## src/rtl/ow_master_sequencer.sv

```systemverilog
// ow_master_sequencer: bit-level 1-Wire master. Runs one operation at a time
// (reset/presence, write byte, read byte). All slot timing comes from a single
// tick counter that clears on every phase change. One clk cycle = 1 us.
module ow_master_sequencer #(
  parameter int unsigned T_RSTL = 480,  // reset pulse low time
  parameter int unsigned T_RSTH = 480,  // release after reset pulse, incl. presence window
  parameter int unsigned T_PDS  = 70,   // presence sample tick, from reset release
  parameter int unsigned T_SLOT = 60,   // time-slot length
  parameter int unsigned T_REC  = 11,   // recovery between slots
  parameter int unsigned T_LOW1 = 6,    // low time for write-1 and read slots
  parameter int unsigned T_RDS  = 12    // read sample tick from slot start
) (
  input  logic       clk,
  input  logic       rst,
  input  logic       i_cmd_valid,
  output logic       o_cmd_ready,
  input  logic [1:0] i_cmd_op,
  input  logic [7:0] i_cmd_data,
  output logic       o_rsp_valid,
  output logic [7:0] o_rsp_data,
  output logic       o_rsp_presence,
  output logic       o_rsp_err,
  output logic       o_busy,
  output logic       o_bus_oe,
  input  logic       i_bus_in
);

  localparam logic [1:0] OpReset   = 2'b00;
  localparam logic [1:0] OpWrite   = 2'b01;
  localparam logic [1:0] OpRead    = 2'b10;
  localparam logic [1:0] OpIllegal = 2'b11;

  // Terminal tick values for each phase, pre-truncated to the counter width.
  localparam logic [9:0] LpRstlEnd = 10'(T_RSTL - 1);
  localparam logic [9:0] LpRsthEnd = 10'(T_RSTH - 1);
  localparam logic [9:0] LpPds     = 10'(T_PDS);
  localparam logic [9:0] LpSlotEnd = 10'(T_SLOT - 1);
  localparam logic [9:0] LpRecEnd  = 10'(T_REC - 1);
  localparam logic [9:0] LpLow1    = 10'(T_LOW1);
  localparam logic [9:0] LpRds     = 10'(T_RDS);

  typedef enum logic [2:0] {
    StIdle,
    StRstLow,
    StRstHigh,
    StSlot,
    StRec,
    StDone
  } state_e;

  state_e     r_state;
  logic [9:0] r_tick;
  logic [2:0] r_bit_idx;
  logic [1:0] r_op;
  logic [7:0] r_data;
  logic [7:0] r_shift;
  logic       r_presence;
  logic       r_sync1;
  logic       r_sync2;
  logic       r_bus_oe;
  logic       r_cmd_ready;
  logic       r_busy;
  logic       r_rsp_valid;
  logic [7:0] r_rsp_data;
  logic       r_rsp_presence;
  logic       r_rsp_err;

  logic       w_accept;
  logic [9:0] w_tick_next;
  logic       w_full_low;
  logic       w_last_bit;

  assign w_accept    = i_cmd_valid && r_cmd_ready;
  assign w_tick_next = r_tick + 10'd1;
  // A write-0 slot holds the bus low for the whole slot; write-1 and read
  // slots only pull low for T_LOW1 ticks.
  assign w_full_low  = (r_op == OpWrite) && !r_data[r_bit_idx];
  assign w_last_bit  = (r_bit_idx == 3'd7);

  // Two-flop synchronizer on the raw bus level; idles high like the bus.
  always_ff @(posedge clk) begin
    if (rst) begin
      r_sync1 <= 1'b1;
      r_sync2 <= 1'b1;
    end else begin
      r_sync1 <= i_bus_in;
      r_sync2 <= r_sync1;
    end
  end

  // Sequencer FSM: phase timing, bit shifting and all registered outputs.
  always_ff @(posedge clk) begin
    if (rst) begin
      r_state        <= StIdle;
      r_tick         <= '0;
      r_bit_idx      <= '0;
      r_op           <= OpReset;
      r_data         <= '0;
      r_shift        <= '0;
      r_presence     <= 1'b0;
      r_bus_oe       <= 1'b0;
      r_cmd_ready    <= 1'b0;
      r_busy         <= 1'b0;
      r_rsp_valid    <= 1'b0;
      r_rsp_data     <= '0;
      r_rsp_presence <= 1'b0;
      r_rsp_err      <= 1'b0;
    end else begin
      r_rsp_valid <= 1'b0;
      unique case (r_state)
        StIdle: begin
          r_bus_oe <= 1'b0;
          if (!r_cmd_ready) begin
            // First cycle out of reset: open the handshake, accept nothing yet.
            r_cmd_ready <= 1'b1;
          end else if (w_accept) begin
            r_op        <= i_cmd_op;
            r_data      <= i_cmd_data;
            r_tick      <= '0;
            r_bit_idx   <= '0;
            r_shift     <= '0;
            r_presence  <= 1'b0;
            r_cmd_ready <= 1'b0;
            r_busy      <= 1'b1;
            unique case (i_cmd_op)
              OpReset: begin
                r_state  <= StRstLow;
                r_bus_oe <= 1'b1;
              end
              OpWrite, OpRead: begin
                r_state  <= StSlot;
                r_bus_oe <= 1'b1;
              end
              OpIllegal: begin
                r_state        <= StDone;
                r_bus_oe       <= 1'b0;
                r_rsp_valid    <= 1'b1;
                r_rsp_data     <= '0;
                r_rsp_presence <= 1'b0;
                r_rsp_err      <= 1'b1;
              end
              default: r_state <= StIdle;
            endcase
          end
        end

        StRstLow: begin
          if (r_tick == LpRstlEnd) begin
            r_state  <= StRstHigh;
            r_tick   <= '0;
            r_bus_oe <= 1'b0;
          end else begin
            r_tick   <= w_tick_next;
            r_bus_oe <= 1'b1;
          end
        end

        StRstHigh: begin
          r_bus_oe <= 1'b0;
          // A responding slave holds the bus low across the sample point.
          if (r_tick == LpPds) begin
            r_presence <= !r_sync2;
          end
          if (r_tick == LpRsthEnd) begin
            r_state        <= StDone;
            r_tick         <= '0;
            r_rsp_valid    <= 1'b1;
            r_rsp_data     <= '0;
            r_rsp_presence <= r_presence;
            r_rsp_err      <= 1'b0;
          end else begin
            r_tick <= w_tick_next;
          end
        end

        StSlot: begin
          if ((r_op == OpRead) && (r_tick == LpRds)) begin
            r_shift[r_bit_idx] <= r_sync2;
          end
          if (r_tick == LpSlotEnd) begin
            r_state  <= StRec;
            r_tick   <= '0;
            r_bus_oe <= 1'b0;
          end else begin
            r_tick   <= w_tick_next;
            r_bus_oe <= w_full_low || (w_tick_next < LpLow1);
          end
        end

        StRec: begin
          if (r_tick == LpRecEnd) begin
            r_tick <= '0;
            if (w_last_bit) begin
              r_state        <= StDone;
              r_bus_oe       <= 1'b0;
              r_rsp_valid    <= 1'b1;
              r_rsp_data     <= (r_op == OpWrite) ? r_data : r_shift;
              r_rsp_presence <= 1'b0;
              r_rsp_err      <= 1'b0;
            end else begin
              r_state   <= StSlot;
              r_bit_idx <= r_bit_idx + 3'd1;
              r_bus_oe  <= 1'b1;
            end
          end else begin
            r_tick   <= w_tick_next;
            r_bus_oe <= 1'b0;
          end
        end

        StDone: begin
          r_state     <= StIdle;
          r_bus_oe    <= 1'b0;
          r_busy      <= 1'b0;
          r_cmd_ready <= 1'b1;
        end

        default: begin
          r_state     <= StIdle;
          r_tick      <= '0;
          r_bus_oe    <= 1'b0;
          r_busy      <= 1'b0;
          r_cmd_ready <= 1'b1;
        end
      endcase
    end
  end

  assign o_cmd_ready    = r_cmd_ready;
  assign o_busy         = r_busy;
  assign o_bus_oe       = r_bus_oe;
  assign o_rsp_valid    = r_rsp_valid;
  assign o_rsp_data     = r_rsp_data;
  assign o_rsp_presence = r_rsp_presence;
  assign o_rsp_err      = r_rsp_err;

endmodule

```

## config.mk

```make
export PLATFORM = sky130hd
export DESIGN_NAME = ow_master_sequencer
export DESIGN_NICKNAME = d
export VERILOG_FILES = /design/src/rtl/ow_master_sequencer.sv
export SDC_FILE = /design/constraint.sdc
export NUM_CORES = 1
export LEC_CHECK = 0
export ABC_AREA = 1
export ABC_CLOCK_PERIOD_IN_PS = 2200
export CORE_ASPECT_RATIO = 0.5
export CORE_UTILIZATION = 55
export DETAILED_ROUTE_END_ITERATION = 8
export GPL_TIMING_DRIVEN = 1
export PLACE_DENSITY = 0.78
export SLEW_MARGIN = 25
export SYNTH_ARGS = -nofsm -noshare
export SYNTH_HDL_FRONTEND = slang
export SYNTH_SLANG_ARGS = --single-unit
```

## constraint.sdc

```tcl
create_clock -name clk -period 2.2 [get_ports clk]
set_input_delay 0.33 -clock clk [delete_from_list [all_inputs] [get_ports clk]]
set_output_delay 0.33 -clock clk [all_outputs]
set_load 0.02 [all_outputs]
```

# Word-level counts from Yosys, hierarchy flattened
# Cells that the tools add are included.
[word_totals]
register_bits = 51
in_bits = 14
out_inout_bits = 14
word_cells = 149
[classes]
add_sub_neg = 2
order_cmp = 3
n_eq_ne = 27
mux = 74
bitwise = 2
reduce_logical = 25
[ops]
columns = ["op", "n"]
rows = [
  ["$mux W8", 10],
  ["$mux W10", 5],
  ["$pmux W10 S5", 1],
  ["$mux W3", 11],
  ["$mux W1", 31],
  ["$pmux W8 S3", 1],
  ["$eq A10 B4 Y1 const B", 2],
  ["$ne A2 B2 Y1 const B", 10],
  ["$pmux W8 S2", 1],
  ["$pmux W3 S5", 1],
  ["$add A10 B1 Y10 const B", 1],
  ["$eq A10 B6 Y1 const B", 1],
  ["$eq A10 B7 Y1 const B", 1],
  ["$eq A10 B9 Y1 const B", 1],
  ["$lt A10 B3 Y1 const B", 1],
  ["$eq A3 B3 Y1 const B", 3],
  ["$pmux W1 S3", 3],
  ["$pmux W3 S3", 1],
  ["$reduce_and A3 Y1", 3],
  ["$bwmux W8", 1],
  ["$pmux W1 S2", 4],
  ["$reduce_and A4 Y1", 2],
  ["$reduce_and A7 Y1", 1],
  ["$eq A2 B2 Y1 const B", 3],
  ["other kinds (24)", 34],
]

# Longest topological paths before layout
[depth]
depth_word = 7
mapped_depth = 13
mapped_depth_nobuf = 13

# Least setup slack after synthesis
# OpenSTA, ideal clock, no wires.
[synth_path]
path_kind = "register to register"
startpoint = "register r_tick[1]"
endpoint = "register r_rsp_data[1] (netlist: o_rsp_data[1])"
setup_ns = 0.128
arrival_ns = 1.461
required_ns = 2.072
setup_slack_ns = 0.611
path_stages_with_launch = 12
n_path_buf = 1
period_less_slack_ns = 1.589
cell_sequence = "dfxtp_1 -> ha_1 -> nand3_2 -> clkinv_1 -> nand4_1 -> nand2_1 -> nand2_2 -> inv_4 -> nand2_4 -> buf_6 -> nand2_1 -> a21oi_1"
[synth_via]
elab_chain_len = 3
elab_cells_between_ends = 5
cone_classes = "eq/ne: 4; reduce/logical: 1"
[synth_lines]
columns = ["element", "line", "text"]
rows = [
  ["start: declaration", "52", "logic [9:0] r_tick;"],
  ["start signal: assignment", "153", "r_tick <= w_tick_next;"],
  ["start signal: assignment", "172", "r_tick <= w_tick_next;"],
  ["start signal: assignment", "185", "r_tick <= w_tick_next;"],
  ["$eq A10 B4 Y1 or $eq A10 B9 Y1 (tied branches)", "191, 164", ""],
  ["$ne A2 B2 Y1 (no source line)", "-", ""],
  ["$reduce_and A7 Y1 (no source line) *", "-", ""],
  ["end signal: assignment", "197", "r_rsp_data <= (r_op == OpWrite) ? r_data : r_shift;"],
  ["end: declaration", "64", "logic [7:0] r_rsp_data;"],
]
# Every way passes the cells marked *; elsewhere a longest branch is shown, timed or not.
# A chain may end at the register's enable or synchronous reset.

# Worst setup path in the final report
[layout_path]
startpoint = "register r_tick[0]"
endpoint = "register r_shift[3]"
[layout_via]
elab_chain_len = 4
[layout_lines]
columns = ["element", "line", "text"]
rows = [
  ["$eq A10 B4 Y1", "177", "if ((r_op == OpRead) && (r_tick == LpRds)) begin"],
  ["$logic_and A1 B1 Y1", "177", ""],
  ["$ne A2 B2 Y1 (no source line)", "-", ""],
  ["$reduce_and A4 Y1 (no source line)", "-", ""],
  ["end signal: indexed assignment", "178", "r_shift[r_bit_idx] <= r_sync2;"],
  ["end: declaration", "56", "logic [7:0] r_shift;"],
]
# Every way passes these cells.

==> metrics <==
DRT antenna net count 0; average wire per standard cell 12.97 um; Tmin final 1912 ps; number of global-route vias before repair 2490; RePlAce Congestion 0.9677; critical-path cell list inv_1 -> ha_1 -> nand3_1 -> nor4_1 -> nand3_1 -> nand2_1 -> nand3_1 -> nand2_1 -> nor2_1; Inserted Diodes 0; mapped cell area around 2800 sq um; syn nets 428; Clk Latency, worst-skew pair 310 ps; Nets 456; routed vias/inst approximately 5.4; worst min path class reg2reg; maxcap violations 0; initial antenna violation count 0; hold_sp r_sync1; non-filler cells, final 502; flop2flop setup slack 290 ps; row count 17; Area growth, synth to finish 15.22%; hold path endpoint r_sync2; post-synth top area share 0.3707; I/O pin total 28; EDFF count, synth 0; FILL cells 428; Crit path top cell by count nand3_1; clock skew 12.21 ps; reg2reg end r_shift[3]; Via Count 2723; post-route setup TNS 0 ps; Crit. Startpoint r_tick[0]; Num CTS Buffers 5; Post-synth ARST share 0; Crit path max-delay family simple AND/OR/NAND/NOR gates; met2 GRT Util 0.4586; CTS resizes 0; Worst-Margin Slew 507.4 ps; Slew Limit Fails 0; First-pass DRT Iterations 5; max incr delay on CP 410 ps; CTS tree done; critical path data required time 2410 ps; dpl cells between 400 and 500; number of hold buffers added after CTS 0; Yosys Warn Count 0; Root Buffer clkbuf_8; total core area 4594 sq um; Initial DRC Count 139; fmax 523.0 MHz; Post-DP HPWL between 4000 and 5000 um; count of different cell masters after synthesis 32; Die Ht 52.04 um; die width 102.1 um; Worst Path Arrival 2120 ps; final-report hold violation count 0; endpoint class of the critical path flop; RSZ-0062 raised after global routing no; Final setup viols 0; Lkg Pwr 1.337 nW; fraction of layout cells with a size suffix above 1 0.07110; largest net degree at the start of global routing 27; H-tree level count 2; IO Port Bufs 27; worst path bufs/invs 1; WHS Path Cells 1; synthesized flop and latch total 51; Routed WL 6513 um; CTS Buffer Depth 2; sequential area share after synthesis 0.3707; RR Startpoint r_tick[0]; Syn Area/Cell slightly below 7 sq um; met3 Track Usage GR 0.06586; Slew headroom 0.6609; gr busiest metal met2; Mapped Cells 407; all-layer global routing usage 0.2717; Startpoint Class flop; # DRC 0; Clock Sinks just over 50; # Post-CTS Setup Buffers 0; top post-synthesis cells by area dfxtp_1 37%, nand2_1 12%, a21oi_1 8.0%; main flop type after synthesis dfxtp_1; Reg clk slew, reported paths roughly 100 ps; Max FO, Critical Path 16; Synth area leader dfxtp_1; critical path's slowest cell nand2_1; critical path type reg2reg; Worst VDD drop 495.2 uV; Pwr per Cell Area ~1000 nW/um^2; Initial Util 0.5994; status complete, no violations; final worst-path cycle share 0.8691; die footprint 5311 sq um; global routing usage on met1 0.3560; first-pass GRT wire length 11050 um; remaining global-route overflow 0; R2R depth 9
-- routing by layer --
| metal | vias to the layer above | part of all wire |
|---|---|---|
| met5 | - | 0 |
| met1 | 1259 | 0.48 |
| met2 | 74 | 0.46 |
| li1 | 1386 | - |
| met4 | 0 | 0.0048 |
| met3 | 4 | 0.053 |
-- flip-flops by register name, indices dropped and copies added (netlist names) --
register / count
r_op: 2
r_bit_idx: 3
r_sync2: 1
r_shift: 8
o_cmd_ready: 1
o_rsp_err: 1
o_busy: 1
r_tick: 10
r_presence: 1
o_rsp_valid: 1
o_rsp_presence: 1
r_state: 3
r_sync1: 1
o_rsp_data: 8
r_data: 8
o_bus_oe: 1
-- layout by cell type, fill, tap and decap left out, types with 2 or more instances in the layout --
cell type,count
nand3_1,31
clkinv_1,4
clkdlybuf4s50_1,27
nor2_1,48
nor3_1,4
nor2_4,4
ha_1,7
or2_2,2
nand2_2,5
nand3_2,2
a21oi_1,44
inv_1,52
o22ai_1,2
nand4_1,12
clkbuf_8,5
o21a_1,2
nand2_1,85
a211oi_1,3
buf_4,5
nand2_4,2
a31oi_1,8
o21ai_0,21
dfxtp_1,51
-- report_power, final --
group / total [mW] / switching, mW / internal, mW
registers: 1.20 / 0.130 / 1.07
clock network: 0.669 / 0.325 / 0.344
logic: 1.37 / 0.941 / 0.431
-- cell usage after synthesis (all sizes together), types with 3 or more instances --
cell and count:
nor2 53, o21ai 21, nand4 12, buf 6
a31oi 8, or2 3, a21oi 44, dfxtp 51
a211oi 3, nor3 4, inv 54, clkinv 4
ha 7, nand3 33, clkbuf 3, nand2 92
-- worst register-to-register path, delay by kind of cell, from the launching register on --
kind / cells / cell delay (ps)
simple gates: 7 / 1140
flops: 1 / 340
fa+ha+maj: 1 / 170
buf+inv: 1 / 140
-- how the worst max path moves through the flow --
| stage | end | cells past startpoint | slack, ps |
|---|---|---|---|
| 2_1_floorplan | o_rsp_data[1] | 11 | 610 |
| 3_3_place_gp | o_rsp_data[3] | 7 | 380 |
| 3_5_place_dp | r_shift[3] | 8 | 310 |
| 4_1_cts | r_tick[8] | 12 | 330 |
| 5_1_grt | r_tick[8] | 12 | 150 |
| 6_report | r_shift[3] | 9 | 290 |
-- layout make-up --
class	instances	area, sq um	share of cell area
multi-input combinational	287	1430	0.4507
inverter	58	220.2	0.06940
clock buffer	6	72.57	0.02287
timing repair buffer	32	307.8	0.09700
tap	66	82.58	0.02603
clock inverter	2	38.79	0.01222
sequential	51	1021	0.3218
-- through the flow --
stage / area [sq um] / hold WS [ps] / setup WS, ps / power (mW) / utilization
final: 3173 / 422.2 / 288.0 / 3.237 / 0.6906
after global routing: 3173 / 450.5 / 150.0 / 3.471 / 0.6906
after CTS: 3173 / 426.4 / 325.7 / 3.238 / 0.6906
after detailed placement: 3062 / 404.0 / 308.5 / 2.563 / 0.6664
after global placement: 3062 / 394.1 / 379.4 / 2.519 / 0.6664
after floorplan: 2754 / 389.5 / 610.7 / 2.238 / -
-- cells by family (layout without fill, tap and decap cells) --
kind of cell    Yosys count  in the layout  share of synthesized area
compound gates           82             82                     0.1599
fa+ha+maj                 7              7                    0.03180
buf+inv                  69             98                     0.1099
flops                    51             51                     0.3707
simple gates            198            198                     0.3276
No activity file was read; power rests on OpenSTA's default activity.
